`src/rtl/pipe_stage_reg.sv`:
```
// pipe_stage_reg: generic pipeline stage register with a 2-entry skid buffer.
// The upstream ready is fully registered. Kill turns a beat into a bubble.
// Bubbles carry NOP_VALUE.
// Ports:
//   clk, rst         clock; asynchronous active-high reset
//   flush            drop all held entries and the current upstream beat
//   up_valid/up_kill/up_data/up_ready   upstream handshake; up_ready is registered
//   dn_valid/dn_data/dn_ready           downstream handshake; dn_data is registered
//   occupancy        number of held entries, 0..2
//   perf_clr, perf_bubble_cnt, perf_stall_cnt   optional counters
// Macro PIPE_STAGE_PERF_EN enables the saturating bubble and stall counters.
// When the macro is undefined, both counter outputs are 0.
module pipe_stage_reg #(
   parameter int                DATA_W    = 112,
   parameter logic [DATA_W-1:0] NOP_VALUE = {DATA_W{1'b0}},
   parameter int                PERF_W    = 32
) (
   input  logic              clk,
   input  logic              rst,
   input  logic              flush,
   input  logic              up_valid,
   input  logic              up_kill,
   input  logic [DATA_W-1:0] up_data,
   output logic              up_ready,
   output logic              dn_valid,
   output logic [DATA_W-1:0] dn_data,
   input  logic              dn_ready,
   output logic [1:0]        occupancy,
   input  logic              perf_clr,
   output logic [PERF_W-1:0] perf_bubble_cnt,
   output logic [PERF_W-1:0] perf_stall_cnt
);
   logic              m_valid, s_valid;
   logic [DATA_W-1:0] m_data, s_data;
   logic              store, m_free;
   // Upstream ready depends only on the skid flop, so it is registered.
   assign up_ready  = ~s_valid;
   assign store     = up_valid & up_ready & ~up_kill;
   assign m_free    = ~m_valid | dn_ready;
   assign dn_valid  = m_valid;
   assign dn_data   = m_data;
   assign occupancy = {1'b0, m_valid} + {1'b0, s_valid};
   always_ff @(posedge clk or posedge rst) begin
      if (rst) begin
         m_valid <= 1'b0;
         s_valid <= 1'b0;
         m_data  <= NOP_VALUE;
         s_data  <= NOP_VALUE;
      end else if (flush) begin
         m_valid <= 1'b0;
         s_valid <= 1'b0;
         m_data  <= NOP_VALUE;
         s_data  <= NOP_VALUE;
      end else if (m_free) begin
         if (s_valid) begin
            m_valid <= 1'b1;
            m_data  <= s_data;
            s_valid <= 1'b0;
            s_data  <= NOP_VALUE;
         end else if (store) begin
            m_valid <= 1'b1;
            m_data  <= up_data;
         end else begin
            m_valid <= 1'b0;
            m_data  <= NOP_VALUE;
         end
      end else if (store) begin
         s_valid <= 1'b1;
         s_data  <= up_data;
      end
   end
`ifdef PIPE_STAGE_PERF_EN
   always_ff @(posedge clk or posedge rst) begin
      if (rst) begin
         perf_bubble_cnt <= '0;
         perf_stall_cnt  <= '0;
      end else if (perf_clr) begin
         perf_bubble_cnt <= '0;
         perf_stall_cnt  <= '0;
      end else begin
         if (!m_valid && perf_bubble_cnt != '1)
            perf_bubble_cnt <= perf_bubble_cnt + 1'b1;
         if (m_valid && !dn_ready && perf_stall_cnt != '1)
            perf_stall_cnt <= perf_stall_cnt + 1'b1;
      end
   end
`else
   logic unused_perf_clr;
   assign unused_perf_clr = perf_clr;
   assign perf_bubble_cnt = '0;
   assign perf_stall_cnt  = '0;
`endif
endmodule
```
`config.mk`:
```
export PLATFORM = sky130hd
export DESIGN_NAME = pipe_stage_reg
export DESIGN_NICKNAME = d
export VERILOG_FILES = /design/src/rtl/pipe_stage_reg.sv
export SDC_FILE = /design/constraint.sdc
export NUM_CORES = 1
export LEC_CHECK = 0
export BUFFER_PORTS_ARGS = -buffer_cell sky130_fd_sc_hd__buf_2
export CAP_MARGIN = 30
export CORE_AREA = 2 2 170 172
export DETAILED_ROUTE_END_ITERATION = 8
export DIE_AREA = 0 0 172 174
export PLACE_DENSITY = 0.61
export SLEW_MARGIN = 10
export SYNTH_ARGS = -nofsm -noshare
export SYNTH_HDL_FRONTEND = slang
export SYNTH_SLANG_ARGS = --single-unit
```
`constraint.sdc`:
```
create_clock -name clk -period 8.4 [get_ports clk]
set_input_delay 0.42 -clock clk [delete_from_list [all_inputs] [get_ports clk]]
set_output_delay 0.42 -clock clk [all_outputs]
set_load 0.05 [all_outputs]
```
# Word level (Yosys, flattened, before mapping)
# Index checks and enable logic that the tools add are counted.
# totals
regBits,226
elab_cells,30
# op_classes
add_sub_neg,1
n_eq_ne,1
n_mux,15
bitwise_logic,6
reduce_logical,3
# ops
operator,count
112-bit two-way mux,8
1-bit two-way mux,7
"3-bit != test, second input constant",1
1-bit inverter,3
3-bit nonzero test,1
1-bit by 1-bit adder with 2-bit output,1
1-bit bitwise AND,2
2-bit AND reduction,1
2-bit nonzero test,1
1-bit OR,1

# Longest topological paths before layout
# Gate-level depths: netlist of run 1.
# logic_depth
ltp_word,7
ltp_mapped,6

# Worst setup path before layout of run 1
# Ideal clock, no wire load.
# synth_timing
kind,register to register
from,"reg m_valid, in the netlist dn_valid"
to,"reg m_data[19], in the netlist dn_data[19]"
setup_ns,0.067
arrival_time_ns,1.729
path_slack_ns,6.604
stages_incl_launch_ff,7
n_path_buf,3
period_less_slack_ns,1.796
path_cell_list,dfrtp_1 -> nand2b_1 -> buf_2 -> nor2_1 -> buf_2 -> clkbuf_1 -> a22o_1
# synth_via
elab_chain_cells,3
# synth_rtl
item,line,source
from (decl),33,"logic m_valid, s_valid;"
from (signal assigned),45,m_valid <= 1'b0;
from (signal assigned),50,m_valid <= 1'b0;
from (signal assigned),56,m_valid <= 1'b1;
1-bit inverter,39,assign m_free = ~m_valid | dn_ready;
1-bit OR,39,
2-bit nonzero test (no source line),-,
to (signal assigned),57,m_data <= s_data;
to (signal assigned),62,m_data <= up_data;
to (decl),34,"logic [DATA_W-1:0] m_data, s_data;"
# Every way passes these cells.
# A chain may end at the register's enable or synchronous reset.

# Final worst setup path of run 1
# layout_timing
from,reg s_valid
to,out occupancy[0]
# layout_via
elab_chain_cells,1
# layout_rtl
item,line,source
from (decl),33,
from (signal assigned),46,s_valid <= 1'b0;
from (signal assigned),51,s_valid <= 1'b0;
from (signal assigned),58,s_valid <= 1'b0;
1-bit by 1-bit adder with 2-bit output,42,"assign occupancy = {1'b0, m_valid} + {1'b0, s_valid};"
to (decl),28,"output logic [1:0] occupancy,"
# Every way passes these cells.

==> results of run 1 <==
[flip-flops by register name, summed over array words and instances (netlist names)]
| name | count |
|---|---|
| dn_data | 112 |
| s_data | 112 |
| dn_valid | 1 |
| s_valid | 1 |
[cell type report]
cell class,count,share of cell area
clock buffers,38,0.0593
clock inverters,10,0.00627
inverters,3,0.00147
multi-input cells,522,0.346
flip-flops and latches,226,0.443
well taps,384,0.0376
repair buffers,250,0.106
[synthesized netlist by cell type, drive strengths merged]
library cell and count:
nor2 1, and2 1, a22o 224, nand2b 2, a32o 1, nor3 1, nor4bb 111, buf 105
nor3b 1, dfrtp 226, conb 1, nor2b 1, ha 1, a31o 111, a21oi 3, clkbuf 70
inv 3
[logic make-up after synthesis]
group / count (synthesis) / share of synthesized area
compound gates: 339 / 0.275
flops: 226 / 0.525
buf+inv: 178 / 0.0907
simple gates: 118 / 0.108
fa+ha+maj: 1 / 0.00116
other cells: 1 / 0.000348
[per-layer routing]
metal	track usage	share of wire	wire [µm]
met1	0.269	0.45	13400
met2	0.305	0.46	13900
met3	0.0449	0.065	1950
met4	0.0459	0.024	726
met5	0	0.00043	13
[how the worst max path moves through the flow]
stage | slack [ps] | to | cells after the start
2_1_floorplan | 1790 | dn_data[0] | 1
3_5_place_dp | 4940 | s_data[24] | 5
4_1_cts | 4920 | s_data[9] | 5
3_3_place_gp | 4970 | s_data[38] | 5
6_report | 5210 | occupancy[0] | 3
5_1_grt | 5100 | occupancy[0] | 3
[power by group through the flow]
stage | Clock (mW) | Combinational (mW) | Sequential [mW]
floorplan | 0 | 0.207 | 1.19
global placement | 0 | 0.322 | 1.14
detailed placement | 0 | 0.323 | 1.14
CTS | 1.14 | 0.324 | 1.12
global route | 1.18 | 0.347 | 1.12
finish | 1.11 | 0.325 | 1.12
[through the flow]
| step | worst slack (ps) | power (mW) |
|---|---|---|
| 2_1_floorplan | 1790 | 1.40 |
| 3_3_place_gp | 4970 | 1.46 |
| 3_5_place_dp | 4940 | 1.46 |
| 4_1_cts | 4920 | 2.59 |
| 5_1_grt | 5100 | 2.65 |
| 6_report | 5210 | 2.56 |
==> results.cfg, run 1 <==
[placement]
place_inst = 1382
port_buffers = 233
gp_congestion = 0.691
dpl-instance-area_um2 = 11800
dp_hpwl_mm = 16.2

[clock_tree]
ctsLongestPathBuffers = 3
clk_latency_ps = 530
cts_tree = done
clock_sinks = 226
cts.htree.levels = 1
root_buffer = clkbuf_16
post_cts_buffers = 0
numCtsBuffers = 26
cts.clk_slew.worst_paths_ps = 60
ctsHoldBuffers = 0
cts_resized = 0

[routing]
ant_nets = 0
initialDrtViolationCount = 598
drc = 0
num_vias = 8213
drtPass1Iterations = 5
routed_wl_mm = 30.0
wire_per_inst_um = 20.9
viasPerCell = 5.73

[critical_path]
cp_max_fo = 63
crit_path_top_delay_cell = dfrtp_4
worstPathRequired_ps = 7980
rrSetupSlack_ps = 5600
slowest_delay_ps = 970
worstPathArrival_ps = 2770
start_kind = flop
end_kind = primary output
worstReg2RegStart = dn_valid
critPathLaunch = s_valid
rr_worst_depth = 4
crit_buf_inv = 2
timing.rr.end = s_data[41]
crit_family = flip-flops
worst-setup-path-type = reg2out
crit_chain = buf_4 > ha_1 > buf_2

[yosys]
syn_area_per_cell_um2 = 12.5
syn-instance-count = 863
ys_ff_latch = 226
synth_area_leader_cell = dfrtp_1
synthTopCellsByArea = dfrtp_1 (52%), a22o_1 (18%), nor4bb_1 (10%), a31o_2 (6.0%), buf_4 (5.2%)
yosys_warnings = 0
yosysUniqueCellTypes = 22
seq_area_frac_synth = 0.525
synth_area_um2 = 10800
synth.top_cell.area_share = 0.525

[floorplanning]
pin_count = 299
core_um2 = 28200
start_util = 0.382
die_w_um = 172
die_area_um2 = 29900
die_y_um = 174
rows = 62

[finish]
regArea_um2 = 5660
layout_commonest_cell = buf_2
final_util = 0.452
fin_cells = 1433
n_antenna_cell = 0
layout-drive-gt1-share = 0.356
final_nets = 1149
multi_input_area_um2 = 4420
final_cell_area_um2 = 12800
fillers = 2694
final_cell_mix = buf_2 (232), dfrtp_1 (225), a22o_1 (224)
area_growth_pct = 18.5

[power_and_ir_drop]
pwr-share-comb = 0.127
p_int_mw = 1.85
p_per_area_nw_per_um2 = 200
ir_worst_vdd_mv = 0.146
clkPwrFrac = 0.434
power.share.sequential = 0.439
switching_share = 0.277
p_sw_uw = 709
p_leak_nw = 6.45

[grt]
grt_pass1_vias = 8044
grt_max_degree = 116
grt_overflow_total = 0
antenna_found_initial = 1
grt_pass1_wl_mm = 46.7
grtUsageTotal = 0.193

[timing]
tightest_slew_ps = 862
fin_crit_ps = 3190
fin_tns_setup_ps = 0
rsz0062_at_grt = no
timing.fmax_ghz = 0.314
finalHoldViolations = 0
slew_viol_final = 0
whs_ps = 23.8
post-route-period-util = 0.379
skew_ps = 10.6
finalSetupViolations = 0
slew-limit-headroom = 0.426

[run_status]
status = finished clean

[job]
maxCapViolCount = 0

[hold_path]
hp-class = in2async
Power figures use the tool's default switching activity.
==> inputs of run 2 (changes only) <==
--- a/config.mk
+++ b/config.mk
@@ -10,7 +10,7 @@
 export CORE_AREA = 2 2 170 172
 export DETAILED_ROUTE_END_ITERATION = 8
 export DIE_AREA = 0 0 172 174
-export PLACE_DENSITY = 0.61
+export PLACE_DENSITY = 0.63
 export SLEW_MARGIN = 10
 export SYNTH_ARGS = -nofsm -noshare
 export SYNTH_HDL_FRONTEND = slang
==> constraint.sdc (replaced) <==
create_clock -name clk -period 2.9 [get_ports clk]
set_input_delay 0.145 -clock clk [delete_from_list [all_inputs] [get_ports clk]]
set_output_delay 0.145 -clock clk [all_outputs]
set_load 0.05 [all_outputs]
==> results.cfg, run 2 (synthesized netlist as in run 1, its figures left out) <==
[critical_path]
worstSetupPathDepth = 3
crit_buf_inv = 2
crit_path_top_delay_cell = buf_4
crit_family = buffers and inverters
rr_worst_depth = 4
end_kind = primary output
worst-setup-path-type = reg2out
crit_chain = buf_4 > ha_1 > buf_2
slowest_delay_ps = 640
worstPathArrival_ps = 2240
worstPathRequired_ps = 2760
cp_max_fo = 65
start_kind = flop

[finish]
layout-drive-gt1-share = 0.329
final_nets = 1279
fillers = 2586
regArea_um2 = 5660
n_antenna_cell = 0
final_cell_mix = buf_2 (232), dfrtp_1 (225), a22o_1 (224)
area_growth_pct = 31.5
layout_commonest_cell = buf_2
final_util = 0.502
multi_input_area_um2 = 4420

[clock_tree]
cts.htree.levels = 1
clk_latency_ps = 540
root_buffer = clkbuf_16
cts_resized = 0
ctsLongestPathBuffers = 3
cts_tree = done
clock_sinks = 226
post_cts_buffers = 0
cts.clk_slew.worst_paths_ps = 60
numCtsBuffers = 26

[timing]
fin_crit_ps = 2380
slew-limit-headroom = 0.453
timing.fmax_ghz = 0.419
fin_ws_ps = 516
rsz0062_at_grt = no
skew_ps = 19.0
tightest_slew_ps = 820
post-route-period-util = 0.822
finalHoldViolations = 0
slew_viol_final = 0
finalSetupViolations = 0

[floorplanning]
rows = 62
die_y_um = 174
die_w_um = 172
start_util = 0.382
core_um2 = 28200
die_area_um2 = 29900
pin_count = 299

[grt]
grt_overflow_total = 0
grt_pass1_vias = 8998
grtUsageTotal = 0.205
antenna_found_initial = 0
grt_max_degree = 147
grt_pass1_wl_mm = 49.7

[placement]
place_ws_ps = 906
gp_congestion = 0.719
dp_hpwl_mm = 17.2
port_buffers = 233

[power_and_ir_drop]
power.share.sequential = 0.420
ir_worst_vdd_mv = 0.384
p_sw_mw = 2.08
p_leak_nw = 7.06
p_per_area_nw_per_um2 = 546
pwr-share-comb = 0.143
p_int_mw = 5.66
clkPwrFrac = 0.438
switching_share = 0.269

[run_status]
status = finished clean

[routing]
routed_wl_mm = 31.3
ant_nets = 0
initialDrtViolationCount = 545
wire_per_inst_um = 20.1
viasPerCell = 5.59
drtPass1Iterations = 4
drc = 0
num_vias = 8728

[job]
maxCapViolCount = 0

[hold_path]
hold-path-cell-count = 4
hp-class = in2reg
[run 2: timing repair]
item | in CTS | in global routing
endpoints found under the hold margin | 206 | 0
hold buffers | 115 | 0
setup endpoints to repair | 0 | 0
[run 2: power by group through the flow]
stage | clock, mW | sequential (mW) | combinational [mW]
2_1_floorplan | 0 | 3.46 | 0.599
3_3_place_gp | 0 | 3.30 | 0.975
3_5_place_dp | 0 | 3.30 | 0.984
4_1_cts | 3.48 | 3.25 | 1.11
5_1_grt | 3.62 | 3.25 | 1.18
6_report | 3.39 | 3.25 | 1.10
[run 2: cell type report]
cell class	count	share of cell area
multi-input cells	522	0.312
repair buffers	380	0.192
well taps	384	0.0339
flip-flops and latches	226	0.399
clock inverters	5	0.00530
clock buffers	41	0.0570
inverters	3	0.00106
[run 2: final timing paths]
path,start,endpoint,slack [ps]
worst max register to register,s_valid,s_valid,860
min in group asynchronous,rst,dn_data[60],120
worst min register to register,dn_data[45],dn_data[45],490
worst min-delay path,up_kill,dn_valid,20
max in group asynchronous,rst,dn_data[8],1990
worst max-delay path,s_valid,occupancy[0],520
[run 2: layer usage]
metal  vias up  track usage  routed length, µm
met2       258        0.347              15100
met1      4527        0.270              13600
met3        50       0.0401               1910
met4         0       0.0490                613
met5         -            0                  0
li1       3893            -                  -
[run 2: stage by stage]
step	cell area (µm²)	power, mW	hold WS, ps	TNS [ps]	instances
2_1_floorplan	11000	4.06	366	-44520	926
3_3_place_gp	12100	4.28	397	0	1399
3_5_place_dp	12100	4.29	131	0	1400
4_1_cts	14200	7.83	0.723	0	1561
5_1_grt	14200	8.05	35.7	0	1561
6_report	14200	7.74	22.9	0	1561
[run 2: worst reg2reg max path, cell delays in order (launching register included)]
cell,delay (ps)
dfrtp_4,450
buf_4,640
a21oi_1,130
dlygate4sd3_1,610
nor3_1,130
==> inputs of run 3 (changes only) <==
--- a/config.mk
+++ b/config.mk
@@ -10,7 +10,7 @@
 export CORE_AREA = 2 2 170 172
 export DETAILED_ROUTE_END_ITERATION = 8
 export DIE_AREA = 0 0 172 174
-export PLACE_DENSITY = 0.63
+export PLACE_DENSITY = 0.61
 export SLEW_MARGIN = 10
 export SYNTH_ARGS = -nofsm -noshare
 export SYNTH_HDL_FRONTEND = slang
==> constraint.sdc (replaced) <==
create_clock -name clk -period 2.45 [get_ports clk]
set_input_delay 0.1225 -clock clk [delete_from_list [all_inputs] [get_ports clk]]
set_output_delay 0.1225 -clock clk [all_outputs]
set_load 0.05 [all_outputs]
==> results.cfg, run 3 (synthesized netlist as in run 1, its figures left out) <==
[critical_path]
start_kind = flop
worstPathRequired_ps = 2330
crit_chain = buf_4 > ha_1 > buf_2
crit_family = buffers and inverters
slowest_delay_ps = 600
cp_max_fo = 59
end_kind = primary output
worstReg2RegStart = s_valid
worst-setup-path-type = reg2out
crit_path_top_delay_cell = buf_4
critPathLaunch = s_valid
worstPathArrival_ps = 2140
crit_buf_inv = 2

[timing]
rsz0062_at_grt = no
finalSetupViolations = 0
skew_ps = 17.3
finalHoldViolations = 0
slew_viol_final = 0
fin_crit_ps = 2260
slew-limit-headroom = 0.499
timing.fmax_ghz = 0.443
post-route-period-util = 0.922
whs_ps = 14.2
tightest_slew_ps = 751

[hold_path]
hp-class = in2reg
min_from = up_kill

[clock_tree]
cts_resized = 0
cts_tree = done
numCtsBuffers = 26
clk_latency_ps = 520
post_cts_buffers = 0
cts.clk_slew.worst_paths_ps = 60
clock_sinks = 226
ctsHoldBuffers = 114
root_buffer = clkbuf_16
ctsLongestPathBuffers = 3
cts.htree.levels = 1

[placement]
gp_congestion = 0.734
dp_hpwl_mm = 16.9
port_buffers = 233

[grt]
grt_pass1_wl_mm = 48.9
grt_max_degree = 96
antenna_found_initial = 0
grtUsageTotal = 0.200
grt_overflow_total = 0
grt_pass1_vias = 8904

[power_and_ir_drop]
ir_worst_vdd_mv = 0.477
power_mw = 9.11
p_per_area_nw_per_um2 = 645
p_leak_nw = 7.03

[routing]
drc = 0
wire_per_inst_um = 19.5
viasPerCell = 5.57
num_vias = 8663
initialDrtViolationCount = 683
drtPass1Iterations = 5
ant_nets = 0
routed_wl_mm = 30.4

[floorplanning]
rows = 62
pin_count = 299
die_y_um = 174
die_area_um2 = 29900
core_um2 = 28200
start_util = 0.382
die_w_um = 172

[finish]
n_antenna_cell = 0
area_growth_pct = 31.2
regArea_um2 = 5660
layout-drive-gt1-share = 0.323
final_cell_mix = buf_2 (232), dfrtp_1 (225), a22o_1 (224)
final_nets = 1271
layout_commonest_cell = buf_2
fillers = 2552
multi_input_area_um2 = 4420

[run_status]
status = finished clean

[job]
maxCapViolCount = 0
-- run 3: power by group --
part / switching [mW] / internal [mW]
clock network: 1.54 / 2.44
logic: 0.858 / 0.432
registers: 0.0402 / 3.80
-- run 3: final timing paths --
check	slack, ps	cells after the start	endpoint
max	190	3	occupancy[0]
min	10	4	s_valid
max reg2reg	550	4	s_data[25]
min reg2reg	500	1	dn_data[60]
max in group asynchronous	1380	4	s_data[42]
min in group asynchronous	260	3	dn_data[59]
-- run 3: worst reg2reg max path, cell delays in order, from the launching register on --
cell,delay (ps)
dfrtp_4,490
nor3b_4,420
buf_12,350
nor4bb_1,410
a31o_2,160
-- run 3: layout make-up --
class,instances,area share
multi-input cells,522,0.312
inverters,3,0.00106
well taps,384,0.0340
clock buffers,44,0.0573
clock inverters,4,0.00496
flip-flops and latches,226,0.400
repair buffers,372,0.190
-- run 3: layer usage --
layer  vias up  GRT usage  part of all wire  routed length (µm)
met5         -          0                 0                   0
met4         0     0.0382             0.013                 394
met3        28     0.0405             0.060                1830
met2       241      0.332              0.48               14500
met1      4519      0.273              0.45               13600
li1       3875          -                 -                   -
-- run 3: through the flow --
step | area (µm²) | setup TNS, ps | util | setup slack [ps] | instances
detailed placement | 12100 | 0 | 0.429 | 619 | 1393
global placement | 12100 | 0 | 0.429 | 632 | 1393
CTS | 14100 | 0 | 0.501 | 173 | 1555
global route | 14100 | 0 | 0.501 | 114 | 1555
finish | 14100 | 0 | 0.501 | 191 | 1555
floorplan | 11000 | -141140 | - | -625 | 926
